<file path="src/rtl/f1_start_ctrl.sv">
// F1 start-light sequencer: fill lamps per tick, random hold, then out.
// Optional abort input when F1_START_CTRL_ABORT_EN is defined.
module f1_start_ctrl #(
  parameter int N_LIGHTS = 8,
  parameter int RAND_W   = 7
) (
  input  logic                clk,
  input  logic                rst,
  input  logic                trigger,
  input  logic                tick,
  input  logic [RAND_W-1:0]   rnd,
  output logic                lfsr_en,
  output logic [N_LIGHTS-1:0] lights,
  output logic                busy,
  output logic                done
`ifdef F1_START_CTRL_ABORT_EN
  ,
  input  logic                abort
`endif
);

  typedef enum logic [1:0] {
    IDLE = 2'd0,
    FILL = 2'd1,
    HOLD = 2'd2
  } state_t;

  state_t            state;
  logic [RAND_W-1:0] cnt;
  logic              abort_i;
  logic              full_next;

`ifdef F1_START_CTRL_ABORT_EN
  assign abort_i = abort;
`else
  assign abort_i = 1'b0;
`endif

  // Lamps become all ones once the shift-in reaches the top bit
  assign full_next = &lights[N_LIGHTS-2:0];

  assign lfsr_en = (state == IDLE);
  assign busy    = (state != IDLE);

  always_ff @(posedge clk) begin
    if (rst) begin
      state  <= IDLE;
      lights <= '0;
      cnt    <= '0;
      done   <= 1'b0;
    end else begin
      done <= 1'b0;
      if (abort_i && state != IDLE) begin
        state  <= IDLE;
        lights <= '0;
      end else begin
        unique case (state)
          IDLE: begin
            if (trigger) begin
              state  <= FILL;
              lights <= {{(N_LIGHTS-1){1'b0}}, 1'b1};
            end
          end
          FILL: begin
            if (tick) begin
              lights <= {lights[N_LIGHTS-2:0], 1'b1};
              if (full_next) begin
                state <= HOLD;
                cnt   <= (rnd == '0) ? {{(RAND_W-1){1'b0}}, 1'b1}
                                     : rnd;
              end
            end
          end
          HOLD: begin
            if (tick) begin
              cnt <= cnt - 1'b1;
              if (cnt == {{(RAND_W-1){1'b0}}, 1'b1}) begin
                state  <= IDLE;
                lights <= '0;
                done   <= 1'b1;
              end
            end
          end
          default: begin
            state  <= IDLE;
            lights <= '0;
          end
        endcase
      end
    end
  end

endmodule

</file>
<file path="config.mk">
export PLATFORM = sky130hd
export DESIGN_NAME = f1_start_ctrl
export DESIGN_NICKNAME = d
export VERILOG_FILES = /design/src/rtl/f1_start_ctrl.sv
export SDC_FILE = /design/constraint.sdc
export NUM_CORES = 1
export LEC_CHECK = 0
export BUFFER_PORTS_ARGS = -buffer_cell sky130_fd_sc_hd__buf_2
export CORE_ASPECT_RATIO = 1.5
export CORE_MARGIN = 1.5
export CORE_UTILIZATION = 40
export CTS_BUF_LIST = sky130_fd_sc_hd__clkbuf_16
export DETAILED_ROUTE_END_ITERATION = 8
export PLACE_DENSITY_LB_ADDON = 0.3
export SKIP_CTS_REPAIR_TIMING = 1
export SYNTH_ARGS = -nofsm -noshare
export SYNTH_HDL_FRONTEND = slang
export SYNTH_SLANG_ARGS = --single-unit
</file>
<file path="constraint.sdc">
create_clock -name clk -period 1.97 [get_ports clk]
set_input_delay 0.4925 -clock clk [delete_from_list [all_inputs] [get_ports clk]]
set_output_delay 0.4925 -clock clk [all_outputs]
set_load 0.005 [all_outputs]
</file>
==> metrics.cfg, run 1 <==
[run_status]
status=complete, no violations

[detailed_routing]
vias=892
wire_per_inst_um=14.2
first_iter_violations=11
ant_nets=0
vias_per_cell=5.91
drt_pass1_iterations=4
drc=0
wl_um=2150

[yosys]
syn_nets=123
synth_compound_area_frac=0.222
yosysWarnings=0
yosys_register_bits=18
synth_cells=110
synth_mux_area_frac=0.0206
synth_fa_ha_area_frac=0.0258
synth_top_family_by_area=simple AND/OR/NAND/NOR gates
synth-seq-area-share=0.372
syn-cell-area_um2=970
synth-simple-area-share=0.279
synth_xor_area_frac=0.00903
synth_cell_type_count=39
synthFlopType=dfxtp_1
synth_edf_count=0
async_reset_ff_frac=0
syn_area_per_cell_um2=8.82

[flow_run]
max_cap_viol_count=0

[global_route]
grt-ovfl-total=0
first_global_vias=827
grt_pass1_wl_um=3640
track_usage=0.176
antenna_found_initial=0
grt_max_degree=13

[final_layout]
nNetsFinal=143
final_common_cell=buf_2
final_cell_mix=21 x buf_2, 18 x dfxtp_1, 11 x a21oi_1
final_layout_size_suffix_gt1_frac=0.250
antenna_cells=0
areaGrowthSynthToFinish_pct=17.0

[timing]
max_freq_mhz=609
tightestPinTransition_ns=0.441
period_needed_ns=1.64
relSlewSlack=0.705
grt_setup_unrepaired=no
final_hold_viol_count=0
slew_violations=0
setup-violations-final=0
post-route-period-util=0.834
setup_tns_ns=0
finClkSkew_ns=0.000469

[setup_path]
worstPathRequired_ns=2.11
worstPathArrival_ns=1.78
crit_fanout=6
path_class=register to register
end_kind=register
startpoint_type=register

[floorplanning]
coreArea_mm2=0.00226
dieArea_mm2=0.00273
rows=21
die_w_um=43.2
initial_utilization=0.429
die_height_um=63.3
io_pins=22

[power_and_ir_drop]
ir_drop_mv=0.610
comb_power_share=0.065
p_sw_uw=170
p_int_uw=660
power.leakage_nw=0.491
power_uw=831
swShare=0.205
seqPwrFrac=0.454
pwr-share-clk=0.481
power.density_mw_per_mm2=732

[placed_design]
gp_congestion=0.851
dp_hpwl_um=1650
io_buffers=21

[clock_network]
cts_tree=done
clock-root-buffer=clkbuf_16
cts_buffers=3
htreeDepth=1
clockBufferDepth=2
clk_pin_slew_ns=0.05
cts_sinks=18
clk_latency_ns=0.25

[worst_hold_path]
hold_class=register to register

==> cell type report <==
type	instances	area [um2]
multi-input cells	79	539
inverters	7	26.3
repair buffers	21	105
well taps	23	28.8
clock buffers	3	75.1
fillers	238	1120
flip-flops and latches	18	360
==> logic make-up (layout without fill, tap and decap cells) <==
group	after synthesis	count (layout)
muxes	2	2
adders and majority gates	2	2
AOI/OAI and AO/OA	33	33
xor gates and xnor gates	1	1
DFF	18	18
buffers and inverters	13	31
and+or+nand+nor	41	41
==> state kept, by name, indices dropped and copies added (netlist names) <==
name    cells
done        1
lights      8
state       2
cnt         7
==> per-layer routing <==
| layer | wire length [um] | up-vias | track usage |
|---|---|---|---|
| li1 | - | 446 | - |
| met1 | 898 | 418 | 0.194 |
| met2 | 1110 | 23 | 0.300 |
| met3 | 103 | 5 | 0.0516 |
| met4 | 41 | 0 | 0.0795 |
| met5 | 0 | - | 0 |
==> through the flow <==
step                      area [um2]  hold WS (ns)  setup WS (ns)   util  instances
after detailed placement        1060         0.492          0.300  0.469        148
after global routing            1130         0.526          0.139  0.502        151
after floorplan                  970         0.467          0.473      -        110
after global placement          1060         0.485          0.328  0.469        148
after CTS                       1130         0.501          0.316  0.502        151
final                           1130         0.498          0.327  0.502        151
==> synthesized netlist by cell type, drive strengths merged, types with 3 or more instances <==
library cell	n	share of area
a21oi	11	0.057
a22o	6	0.054
buf	5	0.041
dfxtp	18	0.37
inv	7	0.027
nand2	3	0.012
nand3	5	0.026
nor2	11	0.045
nor3	4	0.026
nor4	3	0.032
o21ai	3	0.015
o22ai	5	0.032
o31ai	3	0.023
==> final timing paths <==
check        startpoint   endpoint  slack, ns  depth (start not counted)
max              cnt[0]  lights[1]       0.33                          5
min           lights[7]  lights[7]       0.50                          2
max reg2reg      cnt[0]  lights[1]       0.33                          5
min reg2reg   lights[7]  lights[7]       0.50                          2
==> critical path: stages, from the launching register on <==
cell and delay (ns):
dfxtp_1 0.43, ha_1 0.19, nor3b_1 0.33, nand4_1 0.13, and3_1 0.24, a22o_1 0.21
==> power groups by stage <==
| stage | logic (mW) | clock network, mW | registers [mW] |
|---|---|---|---|
| finish | 0.0543 | 0.400 | 0.377 |
| global placement | 0.0535 | 0 | 0.384 |
| detailed placement | 0.0545 | 0 | 0.384 |
| CTS | 0.0547 | 0.409 | 0.377 |
| global route | 0.0607 | 0.423 | 0.378 |
| floorplan | 0.0406 | 0 | 0.380 |
Power figures use the tool's default switching activity.
==> inputs of run 2 (changes only) <==
- clock period: 1.97 -> 1.6 ns (I/O delays scaled with it)
==> metrics.cfg, run 2 (same netlist as run 1, synthesis figures left out) <==
[final_layout]
nNetsFinal=154  ; +7.7%
antenna_cells=0  ; unchanged
largest_reg_flops=8  ; unchanged
final_cell_mix=21 x buf_2, 18 x dfxtp_1, 11 x a21oi_1, 11 x buf_4, 10 x nor2_1
largestRegisters=lights x8, cnt x7, state x2
final_cells=162  ; +7.3%
areaGrowthSynthToFinish_pct=25.5
regMostFlops=lights
utilization=0.539  ; +0.0365
final_layout_size_suffix_gt1_frac=0.309  ; +0.0594
final_common_cell=buf_2
fin_area_mm2=0.00122  ; +7.3%

[clock_network]
cts_sinks=18  ; unchanged
clock-root-buffer=clkbuf_16
cts_tree=done
htreeDepth=1  ; unchanged
clockBufferDepth=2  ; unchanged
cts_buffers=3  ; unchanged
clk_pin_slew_ns=0.05  ; about the same
clk_latency_ns=0.25  ; about the same

[timing]
tightestPinTransition_ns=0.364  ; -0.0767 ns
setup-violations-final=0  ; unchanged
slew_violations=0  ; unchanged
finClkSkew_ns=0.00283  ; +0.00236 ns
max_freq_mhz=660
period_needed_ns=1.51
setup_tns_ns=0  ; unchanged
grt_setup_unrepaired=no
fin_hold_ws_ns=0.460  ; -0.0378 ns
fin_ws_ns=0.0858  ; -0.241 ns
final_hold_viol_count=0  ; unchanged
relSlewSlack=0.757  ; +0.0514
post-route-period-util=0.946

[setup_path]
startpoint_type=register
cp.depth=4  ; -1
crit_fanout=7  ; +1
cpMaxStageDelayCell=dfxtp_1
cp_cell_sequence=buf_4 > nor2_1 > inv_1 > buf_2
worstPathArrival_ns=1.11  ; -0.67 ns
cpPeakStageDelay_ns=0.36  ; -0.07 ns
path_class=register to primary output
critPathBufInv=3  ; +3
worstPathRequired_ns=1.20  ; -0.91 ns
r2r.worst_path.cells=4  ; -1
end_kind=primary output
crit_family=flip-flops

[detailed_routing]
wire_per_inst_um=14.1  ; -1.1%
drt_pass1_iterations=4  ; unchanged
vias_per_cell=5.85  ; -0.94%
wl_um=2280  ; +6.1%
ant_nets=0  ; unchanged
vias=948  ; +6.3%
drc=0  ; unchanged
first_iter_violations=26  ; +15

[floorplanning]
rows=21  ; unchanged
die_height_um=63.3  ; unchanged
coreArea_mm2=0.00226  ; unchanged
die_w_um=43.2  ; unchanged
initial_utilization=0.429  ; unchanged
dieArea_mm2=0.00273  ; unchanged
io_pins=22  ; unchanged

[placed_design]
dp_hpwl_um=1770  ; +7.3%
dp_slack_ns=0.0739  ; -0.226 ns
gp_congestion=0.865  ; +1.7%
dpl_cell_area_mm2=0.00114  ; +7.8%
dp_cells=159  ; +7.4%
io_buffers=21  ; unchanged

[global_route]
first_global_vias=870  ; +5.2%
grt-ovfl-total=0  ; unchanged
track_usage=0.175  ; -0.000469
grt_max_degree=13  ; unchanged
antenna_found_initial=0  ; unchanged
grt_pass1_wl_um=3740  ; +2.8%

[run_status]
status=complete, no violations

[worst_hold_path]
hold_class=input pin to register
hold_depth=3  ; +1

[power_and_ir_drop]
power.leakage_nw=0.544  ; +11%
power_mw=1.02  ; +23%
ir_drop_mv=0.516  ; -15%
power.density_mw_per_mm2=841  ; +15%

[flow_run]
max_cap_viol_count=0  ; unchanged

## run 2: cell types whose count changed in the layout (fill, tap and decap cells not counted)
cell,before,now
buf_4,0,11
## run 2: worst register-to-register path, delay by kind of cell, from the launching register on
| family | cells | cell delay [ns] |
|---|---|---|
| DFF | 1 | 0.53 |
| and+or+nand+nor | 2 | 0.44 |
| AOI/OAI and AO/OA | 2 | 0.39 |
## run 2: metal layers
metal	vias up	global-route usage	routed length, um
li1	466	-	-
met1	454	0.192	908
met2	26	0.326	1270
met3	2	0.0372	84
met4	0	0.0455	14
met5	-	0	0
## run 2: where the power goes
part | total, mW | internal [mW] | switching, mW
registers | 0.461 | 0.454 | 0.00685
clock network | 0.488 | 0.328 | 0.160
logic | 0.0753 | 0.0349 | 0.0405
total | 1.02 | 0.817 | 0.207
## run 2: path summary, 6_finish.rpt
kind            start  endpoint  slack (ns)
min           trigger  state[0]        0.46
max          state[0]      busy        0.09
max reg2reg  state[1]    cnt[5]        0.11
min reg2reg    cnt[5]    cnt[5]        0.51
## run 2: layout make-up
type	instances	area [um2]
repair buffers	32	188
inverters	7	26.3
well taps	23	28.8
fillers	220	1040
flip-flops and latches	18	360
multi-input cells	79	539
clock buffers	3	75.1
